### config.mk
export PLATFORM = sky130hd
export DESIGN_NAME = hdma_engine_flat
export DESIGN_NICKNAME = d
export VERILOG_FILES = /design/src/rtl/hdma_if.sv /design/src/rtl/hdma_engine.sv /design/src/flat_wrapper.sv
export SDC_FILE = /design/constraint.sdc
export NUM_CORES = 1
export LEC_CHECK = 0
export BUFFER_PORTS_ARGS = -buffer_cell sky130_fd_sc_hd__buf_2
export CAP_MARGIN = 20
export CORE_MARGIN = 5
export CORE_UTILIZATION = 25
export DETAILED_ROUTE_END_ITERATION = 8
export PLACE_DENSITY = 0.43
export SLEW_MARGIN = 20
export SYNTH_ARGS = -nofsm -noshare
export SYNTH_HDL_FRONTEND = slang
export SYNTH_SLANG_ARGS = --single-unit
### constraint.sdc
create_clock -name clk_sys -period 5.1 [get_ports clk_sys]
set_input_delay 0.765 -clock clk_sys [delete_from_list [all_inputs] [get_ports clk_sys]]
set_output_delay 0.765 -clock clk_sys [all_outputs]
set_load 0.1 [all_outputs]
### src/rtl/hdma_if.sv
// rtl/hdma_if.sv - Register bus, source-read port and VRAM-write port of the CGB HDMA engine.
interface hdma_if;
  logic        cpu_sel_reg;
  logic [7:0]  cpu_addr;
  logic        cpu_wr;
  logic [7:0]  cpu_di;
  logic [7:0]  cpu_do;
  logic        cpu_stall;
  logic        dma_rd;
  logic [15:0] dma_addr;
  logic [7:0]  dma_data;
  logic        vram_wren;
  logic [12:0] vram_addr;
  logic [7:0]  vram_di;

  modport master (
    input  cpu_sel_reg, cpu_addr, cpu_wr, cpu_di, dma_data,
    output cpu_do, cpu_stall, dma_rd, dma_addr, vram_wren, vram_addr, vram_di
  );

  modport slave (
    output cpu_sel_reg, cpu_addr, cpu_wr, cpu_di, dma_data,
    input  cpu_do, cpu_stall, dma_rd, dma_addr, vram_wren, vram_addr, vram_di
  );
endinterface

### src/rtl/hdma_engine.sv
// rtl/hdma_engine.sv - CGB general-purpose / HBlank DMA engine feeding the VRAM write port.
module hdma_engine #(
  parameter int BLOCK_BYTES = 16
) (
  input  logic       clk_sys,
  input  logic       reset_n,
  input  logic       ce,
  input  logic       isGBC,
  input  logic       lcd_on,
  input  logic [1:0] lcd_mode,
  hdma_if.master     bus
);

  localparam int            CW       = (BLOCK_BYTES > 1) ? $clog2(BLOCK_BYTES) : 1;
  localparam logic [CW-1:0] CNT_LAST = CW'(BLOCK_BYTES - 1);
  localparam logic [7:0]    LO_MASK  = 8'(~(BLOCK_BYTES - 1));

  typedef enum logic [2:0] {
    S_IDLE,
    S_RD,
    S_WR,
    S_HB_WAIT,
    S_HB_HOLD
  } state_t;

  state_t      state_q, state_d;
  logic [15:0] src_reg_q, src_reg_d;
  logic [12:0] dst_reg_q, dst_reg_d;
  logic [15:0] src_q, src_d;
  logic [12:0] dst_q, dst_d;
  logic [CW-1:0] cnt_q, cnt_d;
  logic [6:0]  remaining_q, remaining_d;
  logic        active_q, active_d;
  logic        hdma_q, hdma_d;
  logic        cancel_q, cancel_d;
  logic [1:0]  prev_mode_q, prev_mode_d;
  logic        dma_rd_q, dma_rd_d;
  logic [15:0] dma_addr_q, dma_addr_d;
  logic        vram_wren_q, vram_wren_d;
  logic [12:0] vram_addr_q, vram_addr_d;
  logic        cpu_stall_q, cpu_stall_d;

  logic reg_wr;
  assign reg_wr = bus.cpu_sel_reg & bus.cpu_wr & isGBC & ce;

  always_comb begin
    state_d     = state_q;
    src_reg_d   = src_reg_q;
    dst_reg_d   = dst_reg_q;
    src_d       = src_q;
    dst_d       = dst_q;
    cnt_d       = cnt_q;
    remaining_d = remaining_q;
    active_d    = active_q;
    hdma_d      = hdma_q;
    cancel_d    = cancel_q;
    prev_mode_d = prev_mode_q;

    if (ce) begin
      prev_mode_d = lcd_mode;

      case (state_q)
        S_RD: state_d = S_WR;
        S_WR: begin
          src_d   = src_q + 16'd1;
          dst_d   = dst_q + 13'd1;
          cnt_d   = cnt_q + CW'(1);
          state_d = S_RD;
          if (cnt_q == CNT_LAST) begin
            remaining_d = remaining_q - 7'd1;
            if (remaining_q == 7'd0 || cancel_q) begin
              state_d  = S_IDLE;
              active_d = 1'b0;
              cancel_d = 1'b0;
            end else if (hdma_q) begin
              state_d = S_HB_HOLD;
            end
          end
        end
        // A burst starts only on entry into HBlank with the LCD running.
        S_HB_WAIT: begin
          if (lcd_on && lcd_mode == 2'd0 && prev_mode_q != 2'd0) begin
            state_d = S_RD;
          end
        end
        S_HB_HOLD: begin
          if (lcd_mode != 2'd0) begin
            state_d = S_HB_WAIT;
          end
        end
        default: ;
      endcase

      if (reg_wr) begin
        case (bus.cpu_addr)
          8'h51: src_reg_d[15:8] = bus.cpu_di;
          8'h52: src_reg_d[7:0]  = bus.cpu_di & LO_MASK;
          8'h53: dst_reg_d[12:8] = bus.cpu_di[4:0];
          8'h54: dst_reg_d[7:0]  = bus.cpu_di & LO_MASK;
          8'h55: begin
            if (!active_q) begin
              remaining_d = bus.cpu_di[6:0];
              active_d    = 1'b1;
              hdma_d      = bus.cpu_di[7];
              cancel_d    = 1'b0;
              src_d       = src_reg_q;
              dst_d       = dst_reg_q;
              cnt_d       = '0;
              state_d     = (bus.cpu_di[7] && lcd_on) ? S_HB_WAIT : S_RD;
            end else if (hdma_q) begin
              if (bus.cpu_di[7]) begin
                remaining_d = bus.cpu_di[6:0];
                cancel_d    = 1'b0;
                if (state_d == S_IDLE) begin
                  state_d  = S_HB_HOLD;
                  active_d = 1'b1;
                end
              end else if (state_q == S_RD || state_q == S_WR) begin
                // The block in flight completes before the engine stops.
                if (state_d != S_IDLE) begin
                  cancel_d = 1'b1;
                end
              end else begin
                state_d  = S_IDLE;
                active_d = 1'b0;
              end
            end
          end
          default: ;
        endcase
      end
    end

    if (!isGBC) begin
      state_d  = S_IDLE;
      active_d = 1'b0;
      cancel_d = 1'b0;
    end

    dma_rd_d    = (state_d == S_RD);
    dma_addr_d  = src_d;
    vram_wren_d = (state_d == S_WR);
    vram_addr_d = dst_d;
    cpu_stall_d = (state_d == S_RD) || (state_d == S_WR);
  end

  always_ff @(posedge clk_sys or negedge reset_n) begin
    if (!reset_n) begin
      state_q     <= S_IDLE;
      src_reg_q   <= '0;
      dst_reg_q   <= '0;
      src_q       <= '0;
      dst_q       <= '0;
      cnt_q       <= '0;
      remaining_q <= 7'h7F;
      active_q    <= 1'b0;
      hdma_q      <= 1'b0;
      cancel_q    <= 1'b0;
      prev_mode_q <= '0;
      dma_rd_q    <= 1'b0;
      dma_addr_q  <= '0;
      vram_wren_q <= 1'b0;
      vram_addr_q <= '0;
      cpu_stall_q <= 1'b0;
    end else begin
      state_q     <= state_d;
      src_reg_q   <= src_reg_d;
      dst_reg_q   <= dst_reg_d;
      src_q       <= src_d;
      dst_q       <= dst_d;
      cnt_q       <= cnt_d;
      remaining_q <= remaining_d;
      active_q    <= active_d;
      hdma_q      <= hdma_d;
      cancel_q    <= cancel_d;
      prev_mode_q <= prev_mode_d;
      dma_rd_q    <= dma_rd_d;
      dma_addr_q  <= dma_addr_d;
      vram_wren_q <= vram_wren_d;
      vram_addr_q <= vram_addr_d;
      cpu_stall_q <= cpu_stall_d;
    end
  end

  assign bus.dma_rd    = dma_rd_q;
  assign bus.dma_addr  = dma_addr_q;
  assign bus.vram_wren = vram_wren_q;
  assign bus.vram_addr = vram_addr_q;
  assign bus.cpu_stall = cpu_stall_q;
  // The source returns its byte during the write cycle, so it is forwarded as-is.
  assign bus.vram_di   = bus.dma_data;
  assign bus.cpu_do    = (isGBC && bus.cpu_sel_reg && bus.cpu_addr == 8'h55) ?
                         {~active_q, remaining_q} : 8'hFF;

endmodule

### src/flat_wrapper.sv
// flat-port wrapper written by rule: the top's interface ports become plain ports
module hdma_engine_flat 
#(
  parameter int BLOCK_BYTES = 16
)
  (clk_sys, reset_n, ce, isGBC, lcd_on, lcd_mode, bus_cpu_sel_reg, bus_cpu_addr, bus_cpu_wr, bus_cpu_di, bus_dma_data, bus_cpu_do, bus_cpu_stall, bus_dma_rd, bus_dma_addr, bus_vram_wren, bus_vram_addr, bus_vram_di);
  hdma_if bus_i ();
  input  logic clk_sys;
  input  logic reset_n;
  input  logic ce;
  input  logic isGBC;
  input  logic lcd_on;
  input  logic [1:0] lcd_mode;
  input wire logic [$bits(bus_i.cpu_sel_reg)-1:0] bus_cpu_sel_reg;
  input wire logic [$bits(bus_i.cpu_addr)-1:0] bus_cpu_addr;
  input wire logic [$bits(bus_i.cpu_wr)-1:0] bus_cpu_wr;
  input wire logic [$bits(bus_i.cpu_di)-1:0] bus_cpu_di;
  input wire logic [$bits(bus_i.dma_data)-1:0] bus_dma_data;
  output wire logic [$bits(bus_i.cpu_do)-1:0] bus_cpu_do;
  output wire logic [$bits(bus_i.cpu_stall)-1:0] bus_cpu_stall;
  output wire logic [$bits(bus_i.dma_rd)-1:0] bus_dma_rd;
  output wire logic [$bits(bus_i.dma_addr)-1:0] bus_dma_addr;
  output wire logic [$bits(bus_i.vram_wren)-1:0] bus_vram_wren;
  output wire logic [$bits(bus_i.vram_addr)-1:0] bus_vram_addr;
  output wire logic [$bits(bus_i.vram_di)-1:0] bus_vram_di;
  assign bus_i.cpu_sel_reg = bus_cpu_sel_reg;
  assign bus_i.cpu_addr = bus_cpu_addr;
  assign bus_i.cpu_wr = bus_cpu_wr;
  assign bus_i.cpu_di = bus_cpu_di;
  assign bus_i.dma_data = bus_dma_data;
  assign bus_cpu_do = bus_i.cpu_do;
  assign bus_cpu_stall = bus_i.cpu_stall;
  assign bus_dma_rd = bus_i.dma_rd;
  assign bus_dma_addr = bus_i.dma_addr;
  assign bus_vram_wren = bus_i.vram_wren;
  assign bus_vram_addr = bus_i.vram_addr;
  assign bus_vram_di = bus_i.vram_di;
  hdma_engine #(.BLOCK_BYTES(BLOCK_BYTES)) u_core (.clk_sys(clk_sys), .reset_n(reset_n), .ce(ce), .isGBC(isGBC), .lcd_on(lcd_on), .lcd_mode(lcd_mode), .bus(bus_i));
endmodule
==> impl_results.md, run 1 <==
- Result of the run: completed
- Hold-fix buffer count after cts: 0
- Critical path capture point type: primary output
- HP Class: flop to flop
- Crit Path Max Fanout: 10
- Worst VDD drop: ~0.2 mV
- Slew Limit Fails: 0
- Clk pwr share: a little under two fifths
- Setup Crit Path Kind: primary input to primary output
- Detailed Place HPWL: about 8400 µm
- First-pass DRT Iterations: 4
- Number of inserted diodes: 0
- Period utilization: a little over half
- Area delta synth->final: 20.4%
- Crit path cell chain: buf_2, and4bb_4, and3_1, nand2b_1, buf_2
- DR iter-0 viols: 201
- First-pass GRT wire length: 18,600 µm
- Worst r2r src: u_core.state_q[0]
- Largest net degree at the start of global routing: 73
- Initial antenna violation count: 0
- Reg power frac: roughly a third
- Design internal power: 1.27 mW
- Hold Path Origin: u_core.src_reg_q[7]
- Share of cells above drive strength 1: a little over a quarter
- CP max stage delay: ~370 ps
- Crit. Startpoint: bus_cpu_addr[7]
- Worst EP arrival: 2020 ps
- Commonest non-fill, non-tap cell in the layout: dfrtp_1
- GP Congestion: roughly 0.76
- Synthesis Warnings: 0
- Most common cell on crit path: buf_2
- Unrepaired setup endpoints after global routing: no
- Post-Synthesis Cells: 430
- Critical Path RT: 4340 ps
- Static leakage: 2.16 nW
- H-tree depth: 3
- CTS clk-pin slew, worst paths: around 60 ps
- CTS tree: built
- Core ar.: 0.0158 mm²
- Ports: 81
- Post-Route WL: around 12,000 µm
- Num rows: 46
- Yosys reg bits: around 70
- Place WS: 2060 ps
- Total gr overflow: 0
- Setup_tns: 0 ps
- Clock sink total: 72
- PnR worst setup slack: roughly 2300 ps
- Sw Pwr: 792 µW
- Synthesized net count: 467
- Seq/Total Area, Yosys: 45.1%
- Slew @ Worst Pin: ~950 ps
- Post-CTS Resized: 0
- Avg Inst Size Synth: approximately 9.3 µm²
- Netlist cell types: 60
- Nets@finish: ~500
- Clock Latency Late Sink: between 300 and 400 ps
- GRT Resource Usage Total: approximately 13%
- Hold_ws: 478 ps
- Worst path slowest cell: and3_1
- Final worst path period need: 2790 ps
- Clk buf depth: 2
- WL/cell: ~17 µm
- CTS Buf Count: 9
- Vias per std cell: 4.90
- Hold Fails Final Rpt: 0
- Post-synth EDFFs: 0
- Finished layout cell area: ~0.0048 mm²
- Post-route ant nets: 0
- Synth Flop Type: dfrtp_1
- Die ar.: 0.0187 mm²
- Logic pwr share: ~28%
- Post-CTS Setup Inserts: 0
- Max Clock Freq: roughly 360 MHz
- Final setup viols: 0
- Post-Syn Area: 0.00401 mm²
- Initial Util: 25.3%
- Die X: approximately 140 µm
- Startpoint types: primary input
- Dpl cell area: roughly 0.0045 mm²
- P per Cell Area: between 400 and 500 mW/mm²
- Sw frac: between 30% and 40%
- Vias in the first global route: 3,297
- Via count: around 3,400
- I/O Buffers: 64
- FFs w/ async S/R, synth: 100%
- Max-cap violation count: 0
- Commonest cells after routing, fill and taps aside: 65 x dfrtp_1, 63 x buf_2, 44 x nand2_1, 40 x a21oi_1, 34 x nor2_1
- DR DRC count: 0
- Die Y: roughly 140 µm
- Clk_skew: 6.76 ps
- Rel. slew slack: a little over a third
- CTS root buf: clkbuf_16
[sequential cells by signal, summed over array words and instances (netlist names)]
name and cells:
u_core.prev_mode_q 2, u_core.dst_q 13, u_core.remaining_q 7, u_core.src_reg_q 12, u_core.hdma_q 1, u_core.bus.cpu_stall 1
u_core.cancel_q 1, u_core.active_q 1, u_core.src_q 16, u_core.bus.dma_rd 1, u_core.cnt_q 4, u_core.dst_reg_q 9
u_core.bus.vram_wren 1, u_core.state_q 3
[worst paths after layout]
check | endpoint | slack [ps] | cells after the start
worst max-delay path | bus_cpu_do[6] | 2310 | 5
worst min-delay path | u_core.src_q[7] | 480 | 2
worst max register to register | u_core.dst_q[5] | 2640 | 5
worst min register to register | u_core.src_q[7] | 480 | 2
max in group asynchronous | u_core.src_q[3] | 3910 | 1
min in group asynchronous | u_core.src_reg_q[10] | 580 | 1
[power by group through the flow]
| stage | clock [mW] | combinational [mW] | sequential, mW |
|---|---|---|---|
| after global placement | 0 | 0.577 | 0.732 |
| final | 0.768 | 0.572 | 0.722 |
| after CTS | 0.788 | 0.580 | 0.724 |
| after detailed placement | 0 | 0.578 | 0.734 |
| after global routing | 0.816 | 0.605 | 0.735 |
| after floorplan | 0 | 0.171 | 1.04 |
[Yosys cell counts (4+ instances only)]
library cell	n	share of area [%]
o22ai_1	11	1.7
a21oi_1	40	5.0
nor4_1	5	0.78
ha_1	4	1.2
nand3_1	23	2.9
nor2b_1	5	0.78
xor2_1	6	1.3
dfrtp_1	65	41
nand2_1	44	4.1
nand2b_1	4	0.62
a31oi_1	4	0.62
nor2_1	34	3.2
a22oi_1	5	0.94
buf_4	9	1.7
clkbuf_1	9	0.84
nand4_1	11	1.7
o21ai_0	31	3.9
xnor2_1	4	0.87
nor3_1	4	0.50
buf_2	11	1.4
dfstp_2	7	4.6
inv_1	8	0.75
mux2_2	23	6.5
and3_1	9	1.4
[cells by family after synthesis]
logic type | Yosys count | share of synthesized area, %
compound gates | 118 | 17.8
buf+inv | 37 | 4.65
fa+ha+maj | 4 | 1.25
simple gates | 163 | 21.7
mux | 26 | 7.21
xor+xnor | 10 | 2.18
flops | 72 | 45.1
[final cells by class]
class                   instances  area [µm²]
multi-input cells             321        2010
clock buffers                  12         267
fillers                      1676       11000
flip-flops and latches         72        1810
repair buffers                 66         338
inverters                       8        30.0
well taps                     216         270
clock inverters                 4        98.8
[critical path: cells and delay by family]
family / cells / cell delay (ps)
simple gates: 3 / 840
buf+inv: 2 / 400
[through the flow]
step	std cells	util (%)	power [mW]
floorplan	430	-	1.21
global placement	683	28.2	1.31
detailed placement	683	28.2	1.31
CTS	699	30.5	2.09
global route	699	30.5	2.16
finish	699	30.5	2.06
[per-layer routing]
| layer | GRT usage [%] | up-vias | part of all wire [%] |
|---|---|---|---|
| met3 | 3.90 | 8 | 4.7 |
| met1 | 18.5 | 1667 | 49 |
| met2 | 19.4 | 81 | 46 |
| met4 | 2.69 | 0 | 0.83 |
| met5 | 0 | - | 0 |
| li1 | - | 1672 | - |
No activity file was read; power rests on OpenSTA's default activity.
==> run 2, diff against run 1 <==
Settings changed: ABC_AREA from default to 1, PLACE_DENSITY 0.43 to 0.42.
Clock period 5.1 ns to 2.9 ns, I/O delays scaled along.
==> impl_results.md, run 2 <==
- Commonest non-fill, non-tap cell in the layout: nand2_1
- GRT Resource Usage Total: between 10 and 15%
- Worst r2r path cells: 14
- Avg Inst Size Synth: 7.77 µm²
- Static leakage: ~2.4 nW
- WL/cell: ~15 µm
- Post-CTS Resized: 0
- FF-to-FF End: u_core.bus.cpu_stall
- Logic pwr share: a little under two fifths
- Critical path capture point type: primary output
- Final worst path period need: about 2200 ps
- Total gr overflow: 0
- Post-route ant nets: 0
- DR iter-0 viols: between 150 and 200
- Hold Fails Final Rpt: 0
- Worst VDD drop: between 0.3 and 0.4 mV
- Clock Latency Late Sink: about 340 ps
- Post-Synthesis Cells: ~540
- Synth Flop Type: dfrtp_1
- GP Congestion: 0.802
- Clock sink total: 72
- Post-Route WL: 12,300 µm
- Initial antenna violation count: 0
- Vias in the first global route: between 3,000 and 4,000
- Top flop regs: u_core.src_q x16, u_core.dst_q x13, u_core.src_reg_q x12
- Max Clock Freq: about 460 MHz
- Crit Path Max Fanout: 9
- Netlist cell types: 44
- Number of inserted diodes: 0
- Place WS: around 670 ps
- Post-synth EDFFs: 0
- P per Cell Area: between 700 and 800 mW/mm²
- FFs w/ async S/R, synth: 100%
- Critical Path RT: 2470 ps
- Die ar.: 0.0196 mm²
- Reg power frac: 34.4%
- Die Y: approximately 140 µm
- Sw Pwr: between 1.5 and 2 mW
- Post-CTS Setup Inserts: 0
- Die X: 140 µm
- Area delta synth->final: 19.4%
- PnR worst setup slack: 720 ps
- Clk_skew: 7.40 ps
- CTS Buf Count: 9
- Initial Util: 25.4%
- Most instantiated library cell after synthesis: nand2_1
- # fillers: about 1,800
- Startpoint types: primary input
- Design internal power: between 2 and 2.5 mW
- First-pass GRT wire length: 20,200 µm
- Worst EP arrival: 1750 ps
- Synthesized net count: a little under 600
- Clk buf depth: 2
- First-pass DRT Iterations: 4
- Post-Syn Area: about 0.0042 mm²
- CTS clk-pin slew, worst paths: approximately 60 ps
- Unrepaired setup endpoints after global routing: no
- Largest register FFs: 16
- Final setup viols: 0
- Post-synth top cells: 124 x nand2_1, 65 x dfrtp_1, 63 x inv_1, 58 x nor2_1, 38 x o21ai_0
- Setup_tns: 0 ps
- Max-cap violation count: 0
- Seq/Total Area, Yosys: between 40 and 50%
- Via count: roughly 3,700
- Synthesis Warnings: 0
- Largest net degree at the start of global routing: 73
- Slew Limit Fails: 0
- CTS tree: built
- Most flops, register: u_core.src_q
- Rel. slew slack: just under 60%
- Hold-fix buffer count after cts: 0
- Ports: just over 80
- CTS root buf: clkbuf_16
- Period utilization: 75.2%
- HP Class: primary input to asynchronous set/reset pin
- Flop2flop setup slack: a little under 800 ps
- Commonest cells after routing, fill and taps aside: 124 x nand2_1, 65 x dfrtp_1, 63 x inv_1, 63 x buf_2, 58 x nor2_1
- I/O Buffers: 64
- Slew @ Worst Pin: about 600 ps
- Nets@finish: between 600 and 700
- DR DRC count: 0
- Worst r2r src: u_core.remaining_q[0]
- Result of the run: completed
- Vias per std cell: 4.43
- Post-synth top area cell: dfrtp_1
- Setup Crit Path Kind: primary input to primary output
- Detailed Place HPWL: 9080 µm
- Num rows: 47
- Share of cells above drive strength 1: 20.2%
- Share of the synthesized area in the top cell type: between 30% and 40%
- H-tree depth: 3
- Ranking of synthesized cells by area: dfrtp_1 39%, nand2_1 11%, inv_1 5.6%
- Yosys reg bits: between 70 and 80
- Sw frac: ~45%
- Core ar.: between 0.015 and 0.02 mm²
- Clk pwr share: between 20% and 30%
## run 2: cell count changes in the layout (fill, tap and decap cells not counted), sizes merged, moves of 8 or more
cell,delta
inv,+62
nand2,+82
nor3,+8
and3,-9
xor2,+13
nand3,+10
o21ai,+23
a21oi,-26
nor2,+32
mux2,-22
## run 2: stage by stage
| stage | power [mW] | util, % | std cells | instance area (µm²) | hold WS (ps) |
|---|---|---|---|---|---|
| after global routing | 4.12 | 30.4 | 829 | 5040 | 79.7 |
| after detailed placement | 2.84 | 28.6 | 812 | 4740 | 466 |
| after CTS | 3.96 | 30.3 | 828 | 5020 | 302 |
| after global placement | 2.83 | 28.6 | 812 | 4740 | 460 |
| after floorplan | 2.58 | - | 543 | 4220 | 139 |
| final | 3.92 | 30.4 | 829 | 5040 | 52.3 |
## run 2: cells by family (layout without fill, tap and decap cells)
logic type | Yosys count | after routing | share of synthesized area [%]
adders and majority gates | 4 | 4 | 1.19
DFF | 72 | 72 | 42.9
xor gates and xnor gates | 28 | 28 | 5.81
and+or+nand+nor | 256 | 256 | 28.6
AOI/OAI and AO/OA | 88 | 88 | 11.7
buffers and inverters | 93 | 159 | 9.28
muxes | 2 | 2 | 0.504
## run 2: cell type report
type	instances	area (µm²)	share of cell area [%]
clock buffer	12	236	4.69
clock inverter	4	45.0	0.894
inverter	73	275	5.46
multi-input combinational	378	2020	40.0
sequential	72	1810	35.9
tap	220	275	5.46
timing repair buffer	70	380	7.55
## run 2: how the worst max path moves through the flow
stage | slack (ps) | from | end
after global placement | 700 | bus_cpu_addr[3] | bus_cpu_do[7]
after CTS | 710 | bus_cpu_addr[3] | bus_cpu_do[7]
after global routing | 580 | u_core.remaining_q[0] | u_core.bus.cpu_stall
after floorplan | 560 | bus_cpu_addr[3] | u_core.active_q
after detailed placement | 670 | bus_cpu_addr[5] | u_core.src_q[14]
final | 720 | bus_cpu_addr[3] | bus_cpu_do[7]
## run 2: power groups by stage
stage | clock network [mW] | registers [mW] | logic (mW)
after floorplan | 0 | 2.08 | 0.504
after global placement | 0 | 1.36 | 1.47
after detailed placement | 0 | 1.36 | 1.48
after CTS | 1.13 | 1.35 | 1.48
after global routing | 1.17 | 1.37 | 1.58
final | 1.10 | 1.35 | 1.47
## run 2: critical path: stages
cell and delay [ps]:
buf_2 100, inv_1 40, nand2_1 140, nor4_4 520, nand2_1 170, buf_2 330
## run 2: per-layer routing
| metal | share of wire, % | vias up | wire length (µm) | GRT usage, % |
|---|---|---|---|---|
| li1 | - | 1873 | - | - |
| met1 | 47 | 1695 | 5800 | 16.9 |
| met2 | 45 | 93 | 5590 | 20.9 |
| met3 | 5.8 | 13 | 707 | 3.34 |
| met4 | 1.5 | 0 | 184 | 4.18 |
| met5 | 0 | - | 0 | 0 |
